===== config.mk =====
export PLATFORM = sky130hd
export DESIGN_NAME = prga_decrypt_flat
export DESIGN_NICKNAME = d
export VERILOG_FILES = /design/src/rtl/prga_decrypt_if.sv /design/src/rtl/prga_decrypt.sv /design/src/flat_wrapper.sv
export SDC_FILE = /design/constraint.sdc
export NUM_CORES = 1
export LEC_CHECK = 0
export ABC_AREA = 1
export BUFFER_PORTS_ARGS = -buffer_cell sky130_fd_sc_hd__buf_2
export CAP_MARGIN = 40
export CORE_MARGIN = 10
export CORE_UTILIZATION = 40
export DETAILED_ROUTE_END_ITERATION = 6
export PLACE_DENSITY = 0.72
export SETUP_SLACK_MARGIN = 0.2
export SLEW_MARGIN = 20
export SYNTH_ARGS = -nofsm -noshare
export SYNTH_HDL_FRONTEND = slang
export SYNTH_SLANG_ARGS = --single-unit

===== constraint.sdc =====
create_clock -name clk -period 1.95 [get_ports clk]
set_input_delay 0 -clock clk [delete_from_list [all_inputs] [get_ports clk]]
set_output_delay 0 -clock clk [all_outputs]
set_load 0.01 [all_outputs]

===== src/rtl/prga_decrypt_if.sv =====
// rtl/prga_decrypt_if.sv - start handshake and S/ct/pt memory ports of the RC4 PRGA stage
// master is the PRGA engine, slave is the controlling FSM plus the three memories.
interface prga_decrypt_if;
  logic       en;
  logic       rdy;
  logic [7:0] s_addr;
  logic [7:0] s_rddata;
  logic [7:0] s_wrdata;
  logic       s_wren;
  logic [7:0] ct_addr;
  logic [7:0] ct_rddata;
  logic [7:0] pt_addr;
  logic [7:0] pt_wrdata;
  logic       pt_wren;
  logic       bad;

  modport master (
    input  en, s_rddata, ct_rddata,
    output rdy, s_addr, s_wrdata, s_wren, ct_addr, pt_addr, pt_wrdata, pt_wren, bad
  );

  modport slave (
    output en, s_rddata, ct_rddata,
    input  rdy, s_addr, s_wrdata, s_wren, ct_addr, pt_addr, pt_wrdata, pt_wren, bad
  );
endinterface


===== src/rtl/prga_decrypt.sv =====
// rtl/prga_decrypt.sv - RC4 PRGA/decrypt stage: pt[k] = keystream ^ ct[k], pt[0] = ct[0] = length
// Optional PRGA_ASCII_CHECK_EN: flag bad and stop at the first non-printable plaintext byte.
module prga_decrypt (
  input  logic           clk,
  input  logic           rst_n,
  prga_decrypt_if.master bus
);
  typedef enum logic [3:0] {
    ST_IDLE, ST_RD_LEN, ST_GET_LEN, ST_RD_SI, ST_GET_SI, ST_GET_SJ,
    ST_WR_I, ST_WR_J, ST_RD_PAD, ST_GET_PAD, ST_WR_PT, ST_DONE
  } state_t;

  state_t     r_state;
  state_t     w_next;
  logic [7:0] r_i;
  logic [7:0] r_j;
  logic [7:0] r_k;
  logic [7:0] r_len;
  logic [7:0] r_si;
  logic [7:0] r_sj;
  logic [7:0] r_pad;
  logic [7:0] r_c;
  logic [7:0] w_pt_byte;
  logic       w_accept;
  logic       w_last;
  logic       w_abort;

  assign w_accept  = (r_state == ST_IDLE) && bus.en;
  assign w_pt_byte = r_pad ^ r_c;
  // Compare before incrementing so L=255 terminates even though k wraps afterwards.
  assign w_last    = (r_k == r_len);

`ifdef PRGA_ASCII_CHECK_EN
  logic r_bad;
  assign w_abort = (w_pt_byte < 8'h20) || (w_pt_byte > 8'h7E);
  assign bus.bad = r_bad;
`else
  assign w_abort = 1'b0;
  assign bus.bad = 1'b0;
`endif

  always_ff @(posedge clk) begin
    if (!rst_n) r_state <= ST_IDLE;
    else        r_state <= w_next;
  end

  always_comb begin
    w_next = r_state;
    case (r_state)
      ST_IDLE:    if (bus.en) w_next = ST_RD_LEN;
      ST_RD_LEN:  w_next = ST_GET_LEN;
      ST_GET_LEN: w_next = (bus.ct_rddata == 8'd0) ? ST_DONE : ST_RD_SI;
      ST_RD_SI:   w_next = ST_GET_SI;
      ST_GET_SI:  w_next = ST_GET_SJ;
      ST_GET_SJ:  w_next = ST_WR_I;
      ST_WR_I:    w_next = ST_WR_J;
      ST_WR_J:    w_next = ST_RD_PAD;
      ST_RD_PAD:  w_next = ST_GET_PAD;
      ST_GET_PAD: w_next = ST_WR_PT;
      ST_WR_PT:   w_next = (w_last || w_abort) ? ST_DONE : ST_RD_SI;
      ST_DONE:    w_next = ST_IDLE;
      default:    w_next = ST_IDLE;
    endcase
  end

  always_comb begin
    bus.rdy       = 1'b0;
    bus.s_addr    = 8'd0;
    bus.s_wrdata  = 8'd0;
    bus.s_wren    = 1'b0;
    bus.ct_addr   = 8'd0;
    bus.pt_addr   = 8'd0;
    bus.pt_wrdata = 8'd0;
    bus.pt_wren   = 1'b0;
    case (r_state)
      ST_IDLE:    bus.rdy = 1'b1;
      ST_GET_LEN: begin
        bus.pt_wrdata = bus.ct_rddata;
        bus.pt_wren   = 1'b1;
      end
      ST_RD_SI:   bus.s_addr = r_i + 8'd1;
      ST_GET_SI:  bus.s_addr = r_j + bus.s_rddata;
      ST_WR_I: begin
        bus.s_addr   = r_i;
        bus.s_wrdata = r_sj;
        bus.s_wren   = 1'b1;
      end
      ST_WR_J: begin
        bus.s_addr   = r_j;
        bus.s_wrdata = r_si;
        bus.s_wren   = 1'b1;
      end
      ST_RD_PAD: begin
        bus.s_addr  = r_si + r_sj;
        bus.ct_addr = r_k;
      end
      ST_WR_PT: begin
        bus.pt_addr   = r_k;
        bus.pt_wrdata = w_pt_byte;
        bus.pt_wren   = 1'b1;
      end
      default: ;
    endcase
  end

  always_ff @(posedge clk) begin
    if (!rst_n) begin
      r_i   <= 8'd0;
      r_j   <= 8'd0;
      r_k   <= 8'd0;
      r_len <= 8'd0;
      r_si  <= 8'd0;
      r_sj  <= 8'd0;
      r_pad <= 8'd0;
      r_c   <= 8'd0;
`ifdef PRGA_ASCII_CHECK_EN
      r_bad <= 1'b0;
`endif
    end else begin
      case (r_state)
        ST_IDLE: if (w_accept) begin
          r_i <= 8'd0;
          r_j <= 8'd0;
          r_k <= 8'd1;
`ifdef PRGA_ASCII_CHECK_EN
          r_bad <= 1'b0;
`endif
        end
        ST_GET_LEN: r_len <= bus.ct_rddata;
        ST_RD_SI:   r_i   <= r_i + 8'd1;
        ST_GET_SI: begin
          r_si <= bus.s_rddata;
          r_j  <= r_j + bus.s_rddata;
        end
        ST_GET_SJ:  r_sj <= bus.s_rddata;
        ST_GET_PAD: begin
          r_pad <= bus.s_rddata;
          r_c   <= bus.ct_rddata;
        end
        ST_WR_PT: begin
          r_k <= r_k + 8'd1;
`ifdef PRGA_ASCII_CHECK_EN
          if (w_abort) r_bad <= 1'b1;
`endif
        end
        default: ;
      endcase
    end
  end
endmodule


===== src/flat_wrapper.sv =====
// flat-port wrapper written by rule: the top's interface ports become plain ports
module prga_decrypt_flat 
  (clk, rst_n, bus_en, bus_s_rddata, bus_ct_rddata, bus_rdy, bus_s_addr, bus_s_wrdata, bus_s_wren, bus_ct_addr, bus_pt_addr, bus_pt_wrdata, bus_pt_wren, bus_bad);
  prga_decrypt_if bus_i ();
  input  logic clk;
  input  logic rst_n;
  input wire logic [$bits(bus_i.en)-1:0] bus_en;
  input wire logic [$bits(bus_i.s_rddata)-1:0] bus_s_rddata;
  input wire logic [$bits(bus_i.ct_rddata)-1:0] bus_ct_rddata;
  output wire logic [$bits(bus_i.rdy)-1:0] bus_rdy;
  output wire logic [$bits(bus_i.s_addr)-1:0] bus_s_addr;
  output wire logic [$bits(bus_i.s_wrdata)-1:0] bus_s_wrdata;
  output wire logic [$bits(bus_i.s_wren)-1:0] bus_s_wren;
  output wire logic [$bits(bus_i.ct_addr)-1:0] bus_ct_addr;
  output wire logic [$bits(bus_i.pt_addr)-1:0] bus_pt_addr;
  output wire logic [$bits(bus_i.pt_wrdata)-1:0] bus_pt_wrdata;
  output wire logic [$bits(bus_i.pt_wren)-1:0] bus_pt_wren;
  output wire logic [$bits(bus_i.bad)-1:0] bus_bad;
  assign bus_i.en = bus_en;
  assign bus_i.s_rddata = bus_s_rddata;
  assign bus_i.ct_rddata = bus_ct_rddata;
  assign bus_rdy = bus_i.rdy;
  assign bus_s_addr = bus_i.s_addr;
  assign bus_s_wrdata = bus_i.s_wrdata;
  assign bus_s_wren = bus_i.s_wren;
  assign bus_ct_addr = bus_i.ct_addr;
  assign bus_pt_addr = bus_i.pt_addr;
  assign bus_pt_wrdata = bus_i.pt_wrdata;
  assign bus_pt_wren = bus_i.pt_wren;
  assign bus_bad = bus_i.bad;
  prga_decrypt u_core (.clk(clk), .rst_n(rst_n), .bus(bus_i));
endmodule

==> flow_summary_export.csv <==
group,metric,value,unit
global_route,use_met3,0.04454,
route,drc,0,
route,wl,12.37,mm
setup_path,crit_chain,"ha_4 > fa_2 > nand2_1 > inv_2 > o21ai_2 > nand3b_1 > nand3_1 > nand3_1 > buf_2",
die,dieArea,14380,µm²
clocking,clk_pin_slew,80,ps
die,die_h,119.9,µm
finish,final_cells,816,
finish,drive_gt1_frac,0.2899,
synth,synth_cell_types,38,
power,leakage,2.285,nW
global_route,antenna_found_initial,0,
power,fin_total_pwr,3.049,mW
power,vdd_drop_max,0.3352,mV
clocking,cts_sinks,68,
finish,final_cell_mix,"nor2_1, nand2_1, buf_2",
finish,nNetsFinal,715,
global_route,overflow,0,
setup_path,required,1950,ps
synth,synth_top_area_cell,"dfxtp_1",
route,dr_total_vias,4264,
clocking,clk_latency,350,ps
finish,diodes,0,
synth,synth_area_leaders,"dfxtp_1, nand2_1, nor2_1",
outcome,status,"completed",
synth,ys_seq_area_frac,0.3409,
setup_path,cp-start-kind,"flop",
finish,fin_util,0.5448,
clocking,clock_path_buffers,2,
clocking,cts_made_buffers,9,
finish,n_fill_cell,946,
place,hpwl,8.528,mm
synth,synth-seq-cells,68,
route,drtIter0Drc,374,
synth,synth_fp_nets,625,
worst_hold_path,min_path_type,"in2reg",
sta,period_share,0.9734,
die,rows,36,
clocking,htree_levels,3,
setup_path,critPathKind,"reg2out",
job,cap_violations,0,
synth,syn-instance-count,588,
setup_path,path_common_cell,"nand3_1",
global_route,grt_max_degree,39,
route,ant_nets,0,
sta,fmax,0.5268,GHz
setup_path,rrSetupSlack,360,ps
sta,hold_viol,0,
setup_path,crit_path_max_incr_delay,360,ps
setup_path,cp-end-kind,"primary output",
synth,synthesis.area,3994,µm²
die,core_area,9729,µm²
die,ios,63,
sta,fin_crit,1898,ps
place,dp_cells,768,
global_route,grtUsageMet1,0.1977,
finish,final_common_cell,"nor2_1",
setup_path,crit_buf_inv,2,
setup_path,worst-path-max-fanout,3,
global_route,gr-max-usage-layer,"met2",
die,initial_core_util,0.4105,
sta,drv_slew,0,
sta,setup_ws,51.92,ps
sta,clock_skew,12.27,ps
global_route,grt_pass1_vias,3977,
global_route,grtUsageTotal,0.1626,
finish,multi_input_area,2650,µm²
setup_path,crit_family,"adder cells",
place,port-buffer-count,61,
place,pre_cts_slack,233.8,ps
route,wl_per_cell,15.16,µm
finish,stdcell_area,5300,µm²
global_route,grt_util_met2,0.2748,
route,vias_per_cell,5.225,
sta,setup_viol,0,
global_route,grt_pass1_wl,19.51,mm
setup_path,crit_arrival,1900,ps
synth,synth_top_area_frac,0.3409,
route,dr.pass1.iters,5,
finish,area_delta_synth_final,32.71,%
clocking,cts_tree,"yes",
place,placed_area,4392,µm²
clocking,cts-root-buf,"clkbuf_8",
synth,postSynthAreaPerCell,6.792,µm²
finish,regArea,1401,µm²
power,p_per_area,575.3,nW/µm²
setup_path,critical_path.slowest_cell,"fa_2",
die,die_x,119.9,µm
place,gp_congestion,0.9035,
synth,yosys_warnings,0,
sta,rsz0062_at_grt,"yes",
[worst register-to-register path, cell delays in order (launching register included)]
cell and delay, ps:
dfxtp_4 380, inv_6 80, buf_6 110, nand2_8 80, buf_4 150, nor2_4 150
nand2_2 110, nand2_1 120, inv_2 90, a21oi_1 150, nor2_1 50
[Yosys cell counts (all sizes together)]
cell type  count
nand2        128
nor2         128
dfxtp         68
inv           51
o21ai         49
a21oi         46
nand3         36
ha            16
xnor2         14
buf            9
clkbuf         9
a22o           8
nand4          5
xor2           4
a21o           3
a211oi         2
fa             2
nor3           2
a21boi         1
conb           1
nand3b         1
o211a          1
o21a           1
o221ai         1
o22ai          1
or2            1
[through the flow]
stage | TNS [ps] | hold slack [ps]
global placement | 0 | 292.6
detailed placement | 0 | 303.9
floorplan | 0 | 151.9
global route | -109.4 | 22.81
finish | 0 | 22.26
CTS | 0 | 9.654
[worst paths after layout]
check	to	startpoint	cells after the start
worst min-delay path	u_core.r_si[5]$_SDFFE_PN0P_	bus_s_rddata[5]	3
worst max register to register	u_core.r_i[6]$_SDFFE_PN0P_	u_core.r_state[2]$_SDFFE_PN0P_	10
worst min register to register	u_core.r_len[5]$_SDFFE_PN0P_	u_core.r_len[5]$_SDFFE_PN0P_	2
worst max-delay path	bus_s_addr[4]	u_core.r_sj[0]$_SDFFE_PN0N_	9
[cell type report]
| type | instances | area share |
|---|---|---|
| repair buffers | 96 | 0.1246 |
| clock inverters | 7 | 0.01369 |
| multi-input cells | 452 | 0.5000 |
| clock buffers | 9 | 0.02337 |
| flip-flops and latches | 68 | 0.2644 |
| inverters | 51 | 0.04249 |
| well taps | 133 | 0.03140 |
[registers in the layout, indices dropped and copies added, names as in the netlist]
name            flops
u_core.r_si         8
u_core.r_k          8
u_core.r_c          8
u_core.r_sj         8
u_core.r_state      4
u_core.r_j          8
u_core.r_pad        8
u_core.r_i          8
u_core.r_len        8
[metal layers]
layer | wire (µm) | up-vias
li1 | - | 2105
met1 | 5493 | 2005
met2 | 5923 | 133
met3 | 733 | 21
met4 | 220 | 0
met5 | 0 | -
[repair_timing]
action                                  CTS  global route
gates resized for setup                  52            53
hold endpoints to repair                 19             0
pin swaps                                 6            20
endpoints found under the setup margin   22            17
hold buffers                             10             0
setup buffers                             8            12
gates cloned                              0             2
[power by group]
group          total [mW]  switching [mW]  internal [mW]
clock                1.19           0.595          0.595
combinational       0.409           0.247          0.162
sequential           1.45          0.0380           1.41
total                3.05           0.880           2.17
[cell families (layout without fill, tap and decap cells)]
group	Yosys count	in the layout	synth area share
AND/OR/NAND/NOR	301	302	0.3246
buffers and inverters	69	163	0.07393
other	1	1	0.0009389
AO/OA/AOI/OAI	113	113	0.1601
XOR/XNOR	18	18	0.03947
adder cells (fa/ha/maj)	18	18	0.06015
flip-flops	68	68	0.3409
Power figures use the tool's default switching activity.
